<file path="src/rtl/sat_pkg.sv">
// Shared encodings and types for the clause-array column: value codes,
// the 3-bit column bus and the default decision-level width.
package sat_pkg;

    localparam logic [1:0] VAL_FREE     = 2'b00;
    localparam logic [1:0] VAL_FALSE    = 2'b01;
    localparam logic [1:0] VAL_TRUE     = 2'b10;
    localparam logic [1:0] VAL_CONFLICT = 2'b11;

    localparam int DEFAULT_LVL_W = 4;

    // Column bus: [2:1] value, [0] implied / implication-drive flag
    typedef logic [2:0] col_bus_t;

    function automatic logic is_bool(input logic [1:0] v);
        return (v == VAL_TRUE) || (v == VAL_FALSE);
    endfunction

endpackage

</file>
<file path="src/rtl/var_return_merge.sv">
// OR-merges the per-row returns of one column into a single value and drive
// flag. Opposite polarities from two rows OR together into VAL_CONFLICT.
module var_return_merge
    import sat_pkg::*;
#(
    parameter int NUM_CLAUSES = 8
) (
    input  logic [3*NUM_CLAUSES-1:0] ret_i,
    output logic [1:0]               m_val_o,
    output logic                     m_drv_o
);

    always_comb begin
        m_val_o = VAL_FREE;
        m_drv_o = 1'b0;
        for (int i = 0; i < NUM_CLAUSES; i++) begin
            m_val_o = m_val_o | ret_i[3*i+1 +: 2];
            m_drv_o = m_drv_o | ret_i[3*i];
        end
    end

endmodule

</file>
<file path="src/rtl/var_base_cell.sv">
// Per-variable base cell at the foot of a clause-array column: holds the
// assignment, broadcasts it upward and commits merged implications/conflicts.
// Optional activity counter enabled by VAR_BASE_CELL_ACTIVITY_EN.
module var_base_cell
    import sat_pkg::*;
#(
    parameter int NUM_CLAUSES = 8,
    parameter int LVL_W       = DEFAULT_LVL_W,
    parameter int ACT_W       = 8
) (
    input  logic                     clk,
    input  logic                     rst,
    input  logic                     load_i,
    input  logic [1:0]               load_value_i,
    input  logic                     decide_i,
    input  logic [1:0]               decide_value_i,
    input  logic [LVL_W-1:0]         cur_level_i,
    input  logic                     backtrack_i,
    input  logic [LVL_W-1:0]         bt_level_i,
    input  logic [3*NUM_CLAUSES-1:0] var_value_tobase_i,
    output logic [2:0]               var_value_frombase_o,
    output logic                     assigned_o,
    output logic                     implied_o,
    output logic [LVL_W-1:0]         level_o,
    output logic                     conflict_o,
    output logic                     imp_o
`ifdef VAR_BASE_CELL_ACTIVITY_EN
    ,
    input  logic                     decay_i,
    output logic [ACT_W-1:0]         activity_o
`endif
);

    logic [1:0]       m_val;
    logic             m_drv;

    logic [1:0]       value_q, value_d;
    logic [LVL_W-1:0] level_q, level_d;
    logic             implied_q, implied_d;
    logic             conflict_q, conflict_d;
    logic             imp_q, imp_d;
    logic             assigned;

    var_return_merge #(
        .NUM_CLAUSES(NUM_CLAUSES)
    ) u_merge (
        .ret_i  (var_value_tobase_i),
        .m_val_o(m_val),
        .m_drv_o(m_drv)
    );

    assign assigned = (value_q != VAL_FREE);

    always_comb begin
        value_d    = value_q;
        level_d    = level_q;
        implied_d  = implied_q;
        conflict_d = 1'b0;
        imp_d      = 1'b0;
        if (load_i) begin
            // write phase: column bus is borrowed, state frozen
        end else if (backtrack_i) begin
            if (assigned && (level_q > bt_level_i)) begin
                value_d   = VAL_FREE;
                level_d   = '0;
                implied_d = 1'b0;
            end
        end else begin
            conflict_d = (m_val == VAL_CONFLICT);
            if (!assigned) begin
                if (decide_i) begin
                    if (is_bool(decide_value_i)) begin
                        value_d   = decide_value_i;
                        level_d   = cur_level_i;
                        implied_d = 1'b0;
                    end
                end else if (m_drv && is_bool(m_val)) begin
                    value_d   = m_val;
                    level_d   = cur_level_i;
                    implied_d = 1'b1;
                    imp_d     = 1'b1;
                end
            end
        end
    end

    always_ff @(posedge clk or posedge rst) begin
        if (rst) begin
            value_q    <= VAL_FREE;
            level_q    <= '0;
            implied_q  <= 1'b0;
            conflict_q <= 1'b0;
            imp_q      <= 1'b0;
        end else begin
            value_q    <= value_d;
            level_q    <= level_d;
            implied_q  <= implied_d;
            conflict_q <= conflict_d;
            imp_q      <= imp_d;
        end
    end

    assign var_value_frombase_o = load_i ? {load_value_i, 1'b0} : {value_q, implied_q};
    assign assigned_o           = assigned;
    assign implied_o            = implied_q;
    assign level_o              = level_q;
    assign conflict_o           = conflict_q;
    assign imp_o                = imp_q;

`ifdef VAR_BASE_CELL_ACTIVITY_EN
    logic [ACT_W-1:0] act_q, act_d;

    // decay wins over a same-cycle increment
    always_comb begin
        act_d = act_q;
        if (decay_i)
            act_d = act_q >> 1;
        else if (conflict_q && (act_q != {ACT_W{1'b1}}))
            act_d = act_q + 1'b1;
    end

    always_ff @(posedge clk or posedge rst) begin
        if (rst) act_q <= '0;
        else     act_q <= act_d;
    end

    assign activity_o = act_q;
`else
    logic [ACT_W-1:0] act_unused;
    assign act_unused = '0;
`endif

endmodule

</file>
<file path="config.mk">
export PLATFORM = sky130hd
export DESIGN_NAME = var_base_cell
export DESIGN_NICKNAME = d
export VERILOG_FILES = /design/src/rtl/sat_pkg.sv /design/src/rtl/var_return_merge.sv /design/src/rtl/var_base_cell.sv
export SDC_FILE = /design/constraint.sdc
export NUM_CORES = 1
export LEC_CHECK = 0
export ABC_AREA = 1
export CAP_MARGIN = 15
export CORE_MARGIN = 1.5
export CORE_UTILIZATION = 36
export CTS_CLUSTER_DIAMETER = 120
export DETAILED_ROUTE_END_ITERATION = 10
export GPL_TIMING_DRIVEN = 0
export PLACE_DENSITY = 0.84
export SYNTH_ARGS = -nofsm -noshare
export SYNTH_HDL_FRONTEND = slang
export SYNTH_SLANG_ARGS = --single-unit
</file>
<file path="constraint.sdc">
create_clock -name clk -period 2.1 [get_ports clk]
set_clock_uncertainty 0.1 [all_clocks]
set_input_delay 0.42 -clock clk [delete_from_list [all_inputs] [get_ports clk]]
set_output_delay 0.42 -clock clk [all_outputs]
set_load 0.01 [all_outputs]
</file>
==> results.txt, run 1 <==
The total instance count after detailed placement was 184; the shortest clock period the worst path allows after layout was 1940 ps. The via count of the first global-routing pass came out at 804. The net count of the finished layout is 210.

Path type of the worst min-delay path: in2async. The number of hold-slack violations in the final timing report came out at 0. Global routing consumed, over all layers together, 19.0% of the routing resources.

The logs give 1580 ps for the critical path data required time and 270 ps for the insertion delay to the later sink of the worst-skew pair. Counting every instance in the synthesized netlist gives 108. The sort of element at the start of the critical path was an input pin.

The via count was 879. After the first detailed-routing iteration, the DRC count stood at 12. The critical path is of the in2out type. The transition time of the tightest slew-check pin was 334 ps; the hold buffer count at cts was 0. The tree built by TritonCTS fans out to 9 sinks. Clock-pin slew was measured on the worst setup and hold paths at 70 ps. The routed via count divided by cell count was 4.68.

The number of detailed-routing iterations run before antenna repair was 4. Dividing total power by cell area gives a power density of 756 nW/µm². Entering global routing, the biggest net connects 10 pins.

Across the whole layout, storage elements account for 225 µm². In the final layout, the multi-input gates occupy 409 µm². TritonCTS built the clock tree.

Sorting the synthesized cells by area gives the leading types as dfrtp_1 (32%), nand2_1 (20%), nor2_1 (11%), ha_1 (9.0%), inv_1 (8.6%). The run finished with clean final reports. The number of placement rows is 15, and the smallest hold slack is 306 ps.

The cell type with the largest total area after synthesis is dfrtp_1. The count of fill cells added during filler insertion was 147; the reported max-cap violation count was 0. Headroom to the max-slew limit came out at 77.7%.

After detailed routing, the average wire length per cell comes to 9.80 µm. Total power for the finished layout comes to 0.956 mW. The DRC violations left is 0, and the layout overhead on the synthesized area is 81.0%. In this run the biggest area consumer among cell types represents 32.3% of the synthesized area. The tree is rooted in a clkbuf_4. The number of library cell types mapped by synthesis came out at 15.

TritonCTS created 3 clock buffers. Summed over all layers, the routed wires come to 1840 µm. In the finished design, the share of the clock period the worst path needs comes to 92.3%. The run gives 39.2% as the effective utilization at floorplan. The final non-filler cell area was 1260 µm²; the core area was 1780 µm². The longest clock path from root to sink contains 2 buffers.

For the number of antenna-violating nets in the routed design, the log shows 0. Once placement finished, the instance area stood at 1240 µm². The die covers 2210 µm². IR analysis of the VDD net gives a maximum drop of 0.553 mV. After synthesis the cells add up to 698 µm².

From left edge to right edge, the die measures 47.0 µm. The worst setup path is captured at a primary output. Total overflow reported by the global router: 0. The analysis attributes to cell leakage a power of 0.630 nW. 0 antenna diodes ended up in the layout. The final-layout setup total negative slack was 0 ps.

Of the synthesized area, sequential elements account for 32.3%. The number of buffers inserted by port buffering was 51. Synthesis inferred 9 register bits.

For the number of nets in the synthesized netlist, the log shows 154. Average footprint of a synthesized cell: 6.46 µm². Along the worst path, the maximum fanout reaches 7. The total number of yosys warnings is 0, and the maximum frequency from static timing analysis is 516 MHz. The congestion estimate from routability-driven global placement came to 0.718. The run gives 1420 ps as the arrival time of the worst setup path.

The first global-routing pass estimated 2990 µm of wire. Setup repair after global routing left no endpoint under its margin. Cells with a size suffix above 1 make up 5.52% of the layout. The tools report the count of placed standard cells in the final layout, fillers left out as 188. The HPWL after detailed placement was 1640 µm; the initial antenna violation count was 0. The die height is 47.0 µm, and the final setup violation count is 0. The CTS H-tree depth came out at 1. 52 I/O pins were placed.

For the count of pins over their slew limit, the log shows 0.
-- state kept, by name (all words and copies together) (netlist names) --
name	flops
implied_o	1
conflict_o	1
imp_o	1
value_q	2
level_o	4
-- routing by layer --
layer | GRT usage, % | vias up | wire [µm]
met5 | 0 | - | 0
met4 | 5.00 | 0 | 23
met3 | 6.54 | 4 | 117
met2 | 37.5 | 39 | 995
met1 | 18.4 | 388 | 707
li1 | - | 448 | -
-- logic make-up (layout without fill, tap and decap cells) --
| family | after synthesis | after routing | share of synthesized area, % |
|---|---|---|---|
| AO/OA/AOI/OAI | 6 | 6 | 4.30 |
| AND/OR/NAND/NOR | 71 | 71 | 45.3 |
| buffers and inverters | 17 | 72 | 9.14 |
| adder cells (fa/ha/maj) | 5 | 5 | 8.96 |
| flip-flops | 9 | 9 | 32.3 |
-- cell usage in the layout (no fill, tap or decap), drive strengths merged --
master	count
a21oi	3
clkbuf	3
clkdlybuf4s50	48
clkinv	1
dfrtp	9
dlygate4sd2	3
ha	5
inv	17
nand2	39
nand3	4
nand4	7
nor2	20
o21ai	3
or2	1
-- report_power, final --
part | internal [mW] | switching, mW
logic | 0.282 | 0.242
registers | 0.240 | 0.0559
clock network | 0.0704 | 0.0658
-- area by class of cell --
type | count | area share [%]
timing repair buffer | 51 | 40.1
multi-input combinational | 82 | 32.4
tap | 25 | 2.48
clock buffer | 3 | 1.78
sequential | 9 | 17.8
inverter | 17 | 5.05
clock inverter | 1 | 0.396
-- critical path: stages --
cell             delay [ps]
dlygate4sd2_1           320
nor2_1                  130
clkdlybuf4s50_1         550
-- metrics by stage --
stage	util, %	worst slack (ps)
after CTS	70.9	157
final	70.9	162
after global routing	70.9	77.3
after detailed placement	69.5	-242
after global placement	69.5	-207
after floorplan	-	501
-- path summary, 6_finish.rpt --
| check | from | to | slack [ps] | cells past startpoint |
|---|---|---|---|---|
| hold / removal | rst | level_o[0] | 310 | 2 |
| setup reg to reg | level_o[3] | value_q[1] | 510 | 10 |
| setup / recovery | load_i | var_value_frombase_o[0] | 160 | 3 |
| max in group asynchronous | rst | level_o[3] | 1340 | 2 |
| min in group clk | implied_o | implied_o | 410 | 2 |
| hold reg to reg | implied_o | implied_o | 410 | 2 |
-- cells in the mapped netlist --
library cell / n
nor2_1: 20
nand2_2: 1
dfrtp_1: 9
nand3_1: 3
o21ai_0: 2
nand4_1: 7
inv_1: 16
ha_1: 5
a21oi_1: 3
nand2_1: 37
or2_4: 1
inv_2: 1
nand2_4: 1
nand3_4: 1
o21ai_1: 1
-- timing repair --
action                     in CTS  in global routing
resized for setup               3                  0
setup buffers                   0                  0
setup endpoints to repair       3                  0
Note: power is estimated with default switching activity, not from simulation.
==> run 2: changes to the inputs <==
GPL_ROUTABILITY_DRIVEN = 0   (was default)
SLEW_MARGIN = 0   (was default)
==> results of run 2 <==
Final layout, timing and power as in run 1 (identical DEF).
